## src/rtl/uart_core_param.sv

```systemverilog
// uart_core_param: parametrised single-clock full-duplex UART.
// TX accepts words over valid/ready and serialises start/data/[parity]/stop.
// RX synchronises the line, samples each bit mid-period and reports errors.
//
// Handshake: a word is transferred on a rising clk edge where tx_valid and
// tx_ready are both high. tx_ready is high only while TX is idle and rst is
// low. tx_data may change after the transfer edge. rx_valid is a one-cycle
// pulse with no back-pressure; the error flags are meaningful only while
// rx_valid is high and read 0 otherwise.
module uart_core_param #(
  parameter int DATA_BITS = 8,
  parameter int PARITY    = 0,
  parameter int STOP_BITS = 1,
  parameter int DIV_W     = 16
) (
  input  logic                 clk,
  input  logic                 rst,
  input  logic [DIV_W-1:0]     clk_div,
  input  logic                 loopback,
  input  logic [DATA_BITS-1:0] tx_data,
  input  logic                 tx_valid,
  output logic                 tx_ready,
  output logic                 Tx_Serial,
  output logic                 Tx_Active,
  input  logic                 Rx_Serial,
  output logic [DATA_BITS-1:0] Rx_Data,
  output logic                 rx_valid,
  output logic                 rx_parity_err,
  output logic                 rx_frame_err,
  output logic [2:0]           tx_state_dbg,
  output logic [2:0]           rx_state_dbg
);

  localparam int IDX_W = $clog2(DATA_BITS);
  localparam logic [IDX_W-1:0] LAST_IDX = IDX_W'(DATA_BITS - 1);
  localparam logic LAST_STOP = (STOP_BITS == 2) ? 1'b1 : 1'b0;

  typedef enum logic [2:0] {
    S_IDLE   = 3'd0,
    S_START  = 3'd1,
    S_DATA   = 3'd2,
    S_PARITY = 3'd3,
    S_STOP   = 3'd4
  } state_t;

  // ---------------------------------------------------------------- TX
  state_t                 tx_state, tx_next;
  logic [DIV_W-1:0]       tx_cnt;
  logic [IDX_W-1:0]       tx_idx;
  logic                   tx_stop_idx;
  logic [DATA_BITS-1:0]   tx_shreg;
  logic                   tx_line;
  logic                   tx_tick;
  logic                   tx_par_bit;

  assign tx_tick    = (tx_cnt == '0);
  assign tx_par_bit = (PARITY == 2) ? ~(^tx_shreg) : ^tx_shreg;

  // TX state register
  always_ff @(posedge clk) begin
    if (rst) tx_state <= S_IDLE;
    else     tx_state <= tx_next;
  end

  // TX next-state: each bit ends when the down-counter reaches zero
  always_comb begin
    tx_next = tx_state;
    case (tx_state)
      S_IDLE:   if (tx_valid) tx_next = S_START;
      S_START:  if (tx_tick) tx_next = S_DATA;
      S_DATA:   if (tx_tick && tx_idx == LAST_IDX)
                  tx_next = (PARITY != 0) ? S_PARITY : S_STOP;
      S_PARITY: if (tx_tick) tx_next = S_STOP;
      S_STOP:   if (tx_tick && tx_stop_idx == LAST_STOP) tx_next = S_IDLE;
      default:  tx_next = S_IDLE;
    endcase
  end

  // TX datapath: word latch, bit counter and bit index
  always_ff @(posedge clk) begin
    if (rst) begin
      tx_cnt      <= '0;
      tx_idx      <= '0;
      tx_stop_idx <= 1'b0;
      tx_shreg    <= '0;
    end else if (tx_state == S_IDLE) begin
      if (tx_valid) begin
        tx_shreg    <= tx_data;
        tx_cnt      <= clk_div;
        tx_idx      <= '0;
        tx_stop_idx <= 1'b0;
      end
    end else if (tx_tick) begin
      tx_cnt <= clk_div;
      if (tx_state == S_DATA) tx_idx <= tx_idx + 1'b1;
      if (tx_state == S_STOP) tx_stop_idx <= tx_stop_idx + 1'b1;
    end else begin
      tx_cnt <= tx_cnt - 1'b1;
    end
  end

  // TX outputs: line level per state, pin forced high in reset or loopback
  always_comb begin
    tx_line = 1'b1;
    case (tx_state)
      S_START:  tx_line = 1'b0;
      S_DATA:   tx_line = tx_shreg[tx_idx];
      S_PARITY: tx_line = tx_par_bit;
      default:  tx_line = 1'b1;
    endcase
    tx_ready     = (tx_state == S_IDLE) && !rst;
    Tx_Active    = (tx_state != S_IDLE);
    Tx_Serial    = (rst || loopback) ? 1'b1 : tx_line;
    tx_state_dbg = tx_state;
  end

  // ---------------------------------------------------------------- RX
  state_t                 rx_state, rx_next;
  logic                   rx_sync1, rx_sync2, rx_prev;
  logic                   rx_src;
  logic [DIV_W-1:0]       rx_cnt;
  logic [IDX_W-1:0]       rx_idx;
  logic [DATA_BITS-1:0]   rx_shreg;
  logic                   rx_par_bit;
  logic                   rx_par_exp;
  logic                   rx_wait_high;
  logic                   rx_tick;
  logic                   rx_fall;

  assign rx_src     = loopback ? tx_line : Rx_Serial;
  assign rx_tick    = (rx_cnt == '0);
  assign rx_fall    = rx_prev & ~rx_sync2;
  assign rx_par_exp = (PARITY == 2) ? ~(^rx_shreg) : ^rx_shreg;

  // RX line synchroniser and edge-detect history (idle level is high)
  always_ff @(posedge clk) begin
    if (rst) begin
      rx_sync1 <= 1'b1;
      rx_sync2 <= 1'b1;
      rx_prev  <= 1'b1;
    end else begin
      rx_sync1 <= rx_src;
      rx_sync2 <= rx_sync1;
      rx_prev  <= rx_sync2;
    end
  end

  // RX state register
  always_ff @(posedge clk) begin
    if (rst) rx_state <= S_IDLE;
    else     rx_state <= rx_next;
  end

  // RX next-state: a high START sample is treated as a glitch
  always_comb begin
    rx_next = rx_state;
    case (rx_state)
      S_IDLE:   if (!rx_wait_high && rx_fall) rx_next = S_START;
      S_START:  if (rx_tick) rx_next = rx_sync2 ? S_IDLE : S_DATA;
      S_DATA:   if (rx_tick && rx_idx == LAST_IDX)
                  rx_next = (PARITY != 0) ? S_PARITY : S_STOP;
      S_PARITY: if (rx_tick) rx_next = S_STOP;
      S_STOP:   if (rx_tick) rx_next = S_IDLE;
      default:  rx_next = S_IDLE;
    endcase
  end

  // RX datapath: mid-bit sampling, shift-in, delivery and error flags
  always_ff @(posedge clk) begin
    if (rst) begin
      rx_cnt        <= '0;
      rx_idx        <= '0;
      rx_shreg      <= '0;
      rx_par_bit    <= 1'b0;
      rx_wait_high  <= 1'b0;
      Rx_Data       <= '0;
      rx_valid      <= 1'b0;
      rx_parity_err <= 1'b0;
      rx_frame_err  <= 1'b0;
    end else begin
      rx_valid      <= 1'b0;
      rx_parity_err <= 1'b0;
      rx_frame_err  <= 1'b0;
      if (rx_state == S_IDLE) begin
        rx_idx <= '0;
        if (rx_wait_high && rx_sync2) rx_wait_high <= 1'b0;
        if (!rx_wait_high && rx_fall) rx_cnt <= clk_div >> 1;
      end else if (rx_tick) begin
        rx_cnt <= clk_div;
        case (rx_state)
          S_DATA: begin
            rx_shreg <= {rx_sync2, rx_shreg[DATA_BITS-1:1]};
            rx_idx   <= rx_idx + 1'b1;
          end
          S_PARITY: rx_par_bit <= rx_sync2;
          S_STOP: begin
            Rx_Data       <= rx_shreg;
            rx_valid      <= 1'b1;
            rx_frame_err  <= ~rx_sync2;
            rx_parity_err <= (PARITY != 0) && (rx_par_bit != rx_par_exp);
            rx_wait_high  <= ~rx_sync2;
          end
          default: ;
        endcase
      end else begin
        rx_cnt <= rx_cnt - 1'b1;
      end
    end
  end

  // RX debug state view
  always_comb begin
    rx_state_dbg = rx_state;
  end

endmodule
```

## config.mk

```make
export PLATFORM = sky130hd
export DESIGN_NAME = uart_core_param
export DESIGN_NICKNAME = d
export VERILOG_FILES = /design/src/rtl/uart_core_param.sv
export SDC_FILE = /design/constraint.sdc
export NUM_CORES = 1
export LEC_CHECK = 0
export CAP_MARGIN = 20
export CORE_MARGIN = 3
export CORE_UTILIZATION = 30
export DETAILED_ROUTE_END_ITERATION = 10
export DONT_BUFFER_PORTS = 1
export GPL_ROUTABILITY_DRIVEN = 0
export GPL_TIMING_DRIVEN = 0
export HOLD_SLACK_MARGIN = 0.02
export SYNTH_ARGS = -nofsm -noshare
export SYNTH_HDL_FRONTEND = slang
export SYNTH_SLANG_ARGS = --single-unit
```

## constraint.sdc

```tcl
create_clock -name clk -period 2.48 [get_ports clk]
set_clock_uncertainty 0.15 [all_clocks]
set_input_delay 0.496 -clock clk [delete_from_list [all_inputs] [get_ports clk]]
set_output_delay 0.496 -clock clk [all_outputs]
set_load 0.005 [all_outputs]
```

==> run summary, run 1 <==
The flow ran to the end, and the final reports show no timing, DRC or antenna violations. Of the total power, registers draw 36.4%. In the layout the commonest cells are 74 x sky130_fd_sc_hd__dfxtp_1, 55 x sky130_fd_sc_hd__nor2_1, 42 x sky130_fd_sc_hd__nand2_1.

In this run, the number of DRC markers left after iteration 0 of detailed routing was 281. At the worst endpoint, the required time is 2.57 ns. The tools report the element type at the critical path end as a flop. The class of the worst hold path was in -> reg.

The logs give 516 for the synthesized netlist net count and 0.0129 mm² for the core outline area. The area of the die is 0.0150 mm², and the number of ports placed on the die boundary is 49. The global-route wire length before repair came out at 18100 µm. The die width was 122 µm.

The count of different cell masters after synthesis is 70, and the setup slack at placement is -0.271 ns. In the routed layout, each cell is associated on average with a via count of 5.53. The logs give 39.2% for the relative max-transition margin and 425 MHz for the achievable clock frequency.

After clock tree synthesis, the clock-pin slew on the worst setup and hold paths is 0.06 ns. Total net switching power: 0.00120 W. The total number of vias is 3702. Leaving out fill and tap cells, the most frequent cell in the layout is sky130_fd_sc_hd__dfxtp_1. The arrival time of data at the critical path endpoint came out at 2.44 ns. The count of cells along the worst register-to-register path came out at 7.

The count of nets left with antenna violations once routing finished came out at 0. The first detailed-routing pass ran for 5 iterations. The number of global-route vias before repair is 3564, and the post-synthesis async set-or-reset flop share is 0%.

The total clock buffers created by CTS was 9. Clock tree synthesis found a total of 75 sinks. The H-tree was split into 3 levels. After detailed routing, the number of remaining DRC violations is 0. The tools report the cell at the root of the clock tree as sky130_fd_sc_hd__clkbuf_16. The number of synthesized flops with an enable pin was 0; the largest fanout on the critical path was 10. The cell internal power dissipation was 0.00260 W. The most used flip-flop cell after synthesis is sky130_fd_sc_hd__dfxtp_1. Hold is met by 0.109 ns. Synthesis handed over a netlist of 479 instances. The clock reaches the later pin of the worst-skew pair after 0.33 ns. The startpoint identified for the worst hold timing path is loopback.

The run gives 530 as the post-layout net count. In the global route stage, overall resource usage came out at 15.2%. The initial utilization of the core area, before any placement, comes to 31.4%. The run gives 25.2% as the relative contribution of combinational cells to total power. The total power divided by cell area was 815 mW/mm². The tools report the pin count of the biggest net entering global routing as 14.

The synthesized flop and latch total works out to 75. The worst flop-to-flop path startpoint was rx_cnt[0]. The wire length per cell after detailed routing is 16.9 µm, and the total of buffers placed on input and output ports is 0. Final-report hold violation count: 0. In the final layout, the share of cells above drive strength 1 is 13.1%. The slack of the critical path was 0.126 ns; the switching share of power was 31.6%. Summed over all nets, the half-perimeter wirelength after detailed placement is 8250 µm. The share of total power in the clock network came out at 38.4%. TritonCTS built the clock tree.

The summed instance area of the synthesized netlist was 0.00406 mm²; the total wirelength of the detailed-routed design was 11300 µm. For the count of final max-slew check failures, the log shows 0. From bottom edge to top edge, the die measures 122 µm. The portion of the post-synthesis area used by sequential elements is 37.0%, and the post-layout total power is 0.00380 W.

Number of inserted diodes: 0. The clock period minus worst slack was 2.35 ns. No sink is reached through more buffers than the 2 on the longest clock path. Worst-case vdd ir drop: 0.316 mV.

Number of placed instances, taps included: 651. The part of the cycle the worst path needs is 94.9%, and the count of endpoints failing setup in the final report is 0. The run gives 0 as the initial antenna violation count. For the number of cells in the finished layout apart from fillers, the log shows 670. The area growth from synthesis to layout is 14.8%.

At the end of the flow the core is filled with cells to 36.0%. The leakage component of the power was 1.79 nW; the count of cells along the worst hold path was 1. The worst setup path category is reg -> reg. The tools report the startpoint type of the worst setup path as a flop. The floorplan has 41 rows. The synthesized area divided by synthesized cell count was 8.48 µm²; the number of max-capacitance violations reported was 0. The run gives 0 as the global route total overflow. The pin slew with the least headroom to its limit was 0.910 ns; the number of fillers in the final layout was 1374. The number of synthesis warnings came out at 0. The start point of the critical path was rx_cnt[0].
-- power groups by stage --
stage               logic (W)  clock network (W)  registers (W)
CTS                  0.000912            0.00149        0.00137
finish               0.000958            0.00146        0.00138
detailed placement   0.000907                  0        0.00140
global route          0.00106            0.00154        0.00139
floorplan            0.000714                  0        0.00138
global placement     0.000886                  0        0.00140
-- synth_stat cells (all sizes together) (3+ instances only) --
master,n,area [µm²]
a211oi,15,125
a21oi,24,120
a221o,3,30.0
a22oi,5,37.5
a311oi,3,26.3
a31oi,6,37.5
and2,3,18.8
and3,3,18.8
buf,14,91.3
clkbuf,17,83.8
dfxtp,75,1500
ha,8,100
inv,13,48.8
mux2i,28,280
nand2,44,175
nand3,8,45.0
nand4,10,62.6
nor2,57,219
nor2b,4,25.0
nor3,24,130
nor3b,5,42.5
nor4,14,87.6
nor4b,6,58.8
o21ai,23,115
o22ai,8,50.1
o31ai,3,22.5
o32ai,4,35.0
or2,3,18.8
xnor2,10,87.6
xor2,6,52.6
-- cell type report --
class                      instances  area (µm²)  share of cell area (%)
tap                              172         215                    4.62
inverter                          13        48.8                    1.05
clock inverter                     5        83.8                    1.80
sequential                        75        1500                    32.3
multi-input combinational        360        2350                    50.5
buffer                            31         180                    3.87
clock buffer                      11         253                    5.42
timing repair buffer               3        22.5                   0.483
-- kinds of logic after synthesis --
kind of cell             count (synthesis)  synth area share, %
adder cells (fa/ha/maj)                  8                 2.47
multiplexers                            31                 8.29
flip-flops                              75                 37.0
AND/OR/NAND/NOR                        193                 24.6
AO/OA/AOI/OAI                          111                 18.6
XOR/XNOR                                16                 3.45
buffers and inverters                   44                 5.52
other                                    1               0.0924
-- timing repair --
item / in CTS / in global routing
hold buffers: 0 / 0
setup buffers: 0 / 3
endpoints found under the setup margin: 1 / 21
resized for setup: 2 / 8
pin swaps: 0 / 1
cloned: 0 / 0
-- worst max-delay path: stages (launching register included) --
cell	delay, ns
sky130_fd_sc_hd__dfxtp_1	0.36
sky130_fd_sc_hd__inv_1	0.14
sky130_fd_sc_hd__ha_1	0.16
sky130_fd_sc_hd__nor4b_1	0.35
sky130_fd_sc_hd__and4_2	0.37
sky130_fd_sc_hd__nand3_1	0.17
sky130_fd_sc_hd__buf_2	0.26
sky130_fd_sc_hd__a221oi_1	0.29
-- stage by stage --
step	area (µm²)	setup TNS [ns]
4_1_cts	4610	0
5_1_grt	4660	-1.39
2_1_floorplan	4060	0
3_5_place_dp	4280	-0.271
6_report	4660	0
3_3_place_gp	4280	-0.278
-- per-layer routing --
layer  wire (µm)  GRT usage [%]  part of all wire (%)
met3         908           5.07                   8.0
met4         151           4.48                   1.3
met2        5260           24.5                    46
met1        5010           19.5                    44
met5           0              0                     0
-- worst paths after layout --
kind	to	slack, ns
worst max-delay path	rx_wait_high	0.13
worst min-delay path	rx_sync1	0.11
worst max register to register	rx_wait_high	0.13
worst min register to register	rx_sync2	0.26
-- flip-flops by register name, indices dropped and copies added, names as in the netlist --
register,flops
tx_idx,3
Rx_Data,8
rx_shreg,8
tx_shreg,8
rx_prev,1
rx_state_dbg,3
tx_stop_idx,1
rx_frame_err,1
rx_idx,3
rx_wait_high,1
rx_valid,1
tx_cnt,16
rx_sync1,1
tx_state_dbg,3
rx_sync2,1
rx_cnt,16
(Power assumes the default switching activity.)
==> inputs of run 2 (changes only) <==
--- a/config.mk
+++ b/config.mk
@@ -5,14 +5,13 @@
 export SDC_FILE = /design/constraint.sdc
 export NUM_CORES = 1
 export LEC_CHECK = 0
-export CAP_MARGIN = 20
 export CORE_MARGIN = 3
 export CORE_UTILIZATION = 30
 export DETAILED_ROUTE_END_ITERATION = 10
 export DONT_BUFFER_PORTS = 1
 export GPL_ROUTABILITY_DRIVEN = 0
 export GPL_TIMING_DRIVEN = 0
-export HOLD_SLACK_MARGIN = 0.02
+export HOLD_SLACK_MARGIN = 0.03
 export SYNTH_ARGS = -nofsm -noshare
 export SYNTH_HDL_FRONTEND = slang
 export SYNTH_SLANG_ARGS = --single-unit
==> results of run 2 <==
No change in the layout: final DEF, timing and power equal those of run 1.
==> inputs of run 3 (changes only) <==
==> constraint.sdc (replaced) <==
create_clock -name clk -period 2.6 [get_ports clk]
set_clock_uncertainty 0.15 [all_clocks]
set_input_delay 0.52 -clock clk [delete_from_list [all_inputs] [get_ports clk]]
set_output_delay 0.52 -clock clk [all_outputs]
set_load 0.005 [all_outputs]
==> run 3 against run 2 <==
Net effect: core utilization is 0.34 points lower; global-route usage stayed put; register-to-register slack better by 0.12 ns; sequential cell count stayed put; combinational power is 7.9% lower; sequential share of layout area is 0.28 points higher; via count is 0.19% lower; worst hold slack better by 0.024 ns; first-iteration DRC count is 9.6% lower; final area is 0.94% lower; largest cell class unchanged.
==> run summary, run 3 (synthesized netlist as in run 1, its figures left out) <==
The run finished with clean final reports. The total of buffers placed on input and output ports works out to 0 (unchanged). The cell depth of the worst setup path was 4 (was 7); the count of buffers added by post-CTS timing repair for setup was 0 (unchanged). The worst setup path category was reg -> out (was reg -> reg). The run gives 0 (unchanged) as the count of endpoints failing setup in the final report. The pin slew with the least headroom to its limit is 0.918 ns (was 0.910 ns), and the die width is 122 µm (unchanged).

The total clock buffers created by CTS was 9 (unchanged). Setup repair after global routing left no endpoint under its margin. The total power divided by cell area came out at 777 mW/mm² (was 815 mW/mm²). The relative max-transition margin was 38.6% (was 39.2%); the clock transition at the registers of the reported paths was 0.06 ns (about the same). The core outline area was 0.0129 mm² (unchanged); the leakage component of the power was 1.77 nW (was 1.79 nW).

The post-layout net count was 527 (was 530); the placed wire-length estimate after detailed placement was 8250 µm (unchanged). For the clock latency at the later pin of the worst-skew pair, the log shows 0.33 ns (about the same). After layout, the worst path uses 95.0% of the clock period.

The fraction of layout cells with a size suffix above 1 came out at 11.3% (was 13.1%). The number of cell rows is 41 (unchanged). The element type at the critical path end was an output port (was a flop). The total number of vias is 3695 (was 3702). The critical path's top delay family is multiplexers (was simple AND/OR/NAND/NOR gates). The share of total power in the clock network was 38.7% (was 38.4%); the global route total overflow was 0 (unchanged). The relative contribution of combinational cells to total power came out at 24.6% (was 25.2%). Commonest non-fill, non-tap cells in the layout: 75 x sky130_fd_sc_hd__dfxtp_1, 55 x sky130_fd_sc_hd__nor2_1, 42 x sky130_fd_sc_hd__nand2_1 (was 74 x sky130_fd_sc_hd__dfxtp_1, 55 x sky130_fd_sc_hd__nor2_1, 42 x sky130_fd_sc_hd__nand2_1). The logs give 36.6% (was 36.4%) for the sequential fraction of design power and 0 (unchanged) for the count of hold-fix buffers inserted at cts. The count of cells along the worst hold path is 1 (unchanged), and the DRC violation count after routing is 0 (unchanged). For the global-route wire length before repair, the log shows 18100 µm (unchanged).

The initial antenna violation count is 0 (unchanged). The total iterations of the first detailed-routing run was 5 (unchanged); the per-cell via count in the routed design was 5.54 (was 5.53). Timing would allow up to 405 MHz. The H-tree depth came out at 3 (unchanged). The worst-case vdd ir drop came out at 0.301 mV (was 0.316 mV). The tools report the number of global-route vias before repair as 3564 (unchanged). Y dimension of the die: 122 µm (unchanged). The wire length per cell after detailed routing works out to 16.8 µm (was 16.9 µm). The logs give 1.80 ns (was 2.44 ns) for the arrival time of data at the critical path endpoint and 0.00359 W (was 0.00380 W) for the post-layout total power. Number of inserted diodes: 0 (unchanged). The residual antenna-violating net count after detailed routing was 0 (unchanged).

The final-report hold violation count was 0 (unchanged). The tools report the total wirelength of the detailed-routed design as 11200 µm (was 11300 µm). The run gives 15.2% (unchanged) as the global router's overall resource usage. The critical path required time is 1.93 ns (was 2.57 ns).

The count of routing violations after the opening detailed-route iteration is 254 (was 281), and the count of buffer and inverter cells on the critical path is 0 (was 2). The worst-case hold slack was 0.133 ns (was 0.109 ns); the number of max-capacitance violations reported was 0 (unchanged). For the total negative slack, the log shows 0 ns (unchanged).

The switching share of power works out to 31.5% (was 31.6%). Effective utilization at floorplan: 31.4% (unchanged). The area overhead of the layout relative to synthesis is 13.7% (was 14.8%), and the count of cells along the worst register-to-register path is 7 (unchanged). The class of the worst hold path is in -> reg (unchanged). Registers with the most flip-flops: rx_cnt: 16 flops, tx_cnt: 16 flops (unchanged).

The run gives 0.25 ns (was 0.13 ns) as the worst setup slack for register-to-register paths. The leading cell type in the layout, fill and taps excluded is sky130_fd_sc_hd__dfxtp_1 (unchanged). The startpoint type of the worst setup path is a flop (unchanged). The count of clock tree sinks is 75 (unchanged), and the largest incremental delay on the critical path is 0.53 ns (was 0.37 ns). The final standard cell area without fillers is 0.00462 mm² (was 0.00466 mm²), and the largest fanout on the critical path is 6 (was 10).

TritonCTS built the clock tree. The cell at the root of the clock tree was sky130_fd_sc_hd__clkbuf_16 (unchanged). The smallest clock period supported by the final layout is computed as 2.47 ns.

The cell type of the slowest stage on the worst timing path is sky130_fd_sc_hd__mux4_2 (was sky130_fd_sc_hd__and4_2). The logs give 0.00246 W (was 0.00260 W) for the cell internal power dissipation and 14 (unchanged) for the pin count of the biggest net entering global routing. The run gives 2 (unchanged) as the maximum number of buffers from clock root to sink. The logs give 0.00428 mm² (unchanged) for the placed instance area and 0 (unchanged) for the count of final max-slew check failures. Cells along the critical path: mux4_2, mux2i_1, and4b_1, o21bai_1 (was inv_1, ha_1, nor4b_1, and4_2, nand3_1, buf_2, a221oi_1). The number of ports placed on the die boundary was 49 (unchanged); the total net switching power was 0.00113 W (was 0.00120 W). The area of the die was 0.0150 mm² (unchanged).
## run 3: changes by cell type in the layout (fill, tap and decap cells not counted), sizes merged
cell and delta:
buf -3
## run 3: metrics by stage
| step | std cells | utilization, % | setup slack [ns] |
|---|---|---|---|
| 2_1_floorplan | 479 | - | 0.432 |
| 3_3_place_gp | 651 | 33.1 | -0.206 |
| 3_5_place_dp | 651 | 33.1 | -0.199 |
| 4_1_cts | 667 | 35.7 | 0.0962 |
| 5_1_grt | 667 | 35.7 | 0.0234 |
| 6_report | 667 | 35.7 | 0.130 |
## run 3: cell type report
| type | count | area [µm²] |
|---|---|---|
| buffer | 31 | 179 |
| fill | 1371 | 8310 |
| inverter | 13 | 48.8 |
| clock inverter | 5 | 83.8 |
| tap | 172 | 215 |
| multi-input combinational | 360 | 2330 |
| sequential | 75 | 1500 |
| clock buffer | 11 | 253 |
## run 3: what timing repair did
item,4_1_cts,5_1_grt
setup endpoints to repair,1,1
resized for setup,2,1
pin swaps,0,0
## run 3: per-layer routing
layer / track usage [%] / routed length (µm)
met1: 19.5 / 5010
met5: 0 / 0
met2: 24.5 / 5180
met3: 5.07 / 863
met4: 4.48 / 136
## run 3: path summary, 6_finish.rpt
check / from / endpoint
max: tx_idx[0] / Tx_Serial
min: loopback / rx_sync1
max reg2reg: tx_cnt[0] / tx_cnt[8]
min reg2reg: rx_sync1 / rx_sync2
## run 3: power groups by stage
stage / Clock, W / Sequential (W) / Combinational [W]
final: 0.00139 / 0.00131 / 0.000882
after floorplan: 0 / 0.00131 / 0.000681
after global routing: 0.00147 / 0.00132 / 0.000983
after global placement: 0 / 0.00133 / 0.000845
after CTS: 0.00142 / 0.00131 / 0.000870
after detailed placement: 0 / 0.00133 / 0.000865
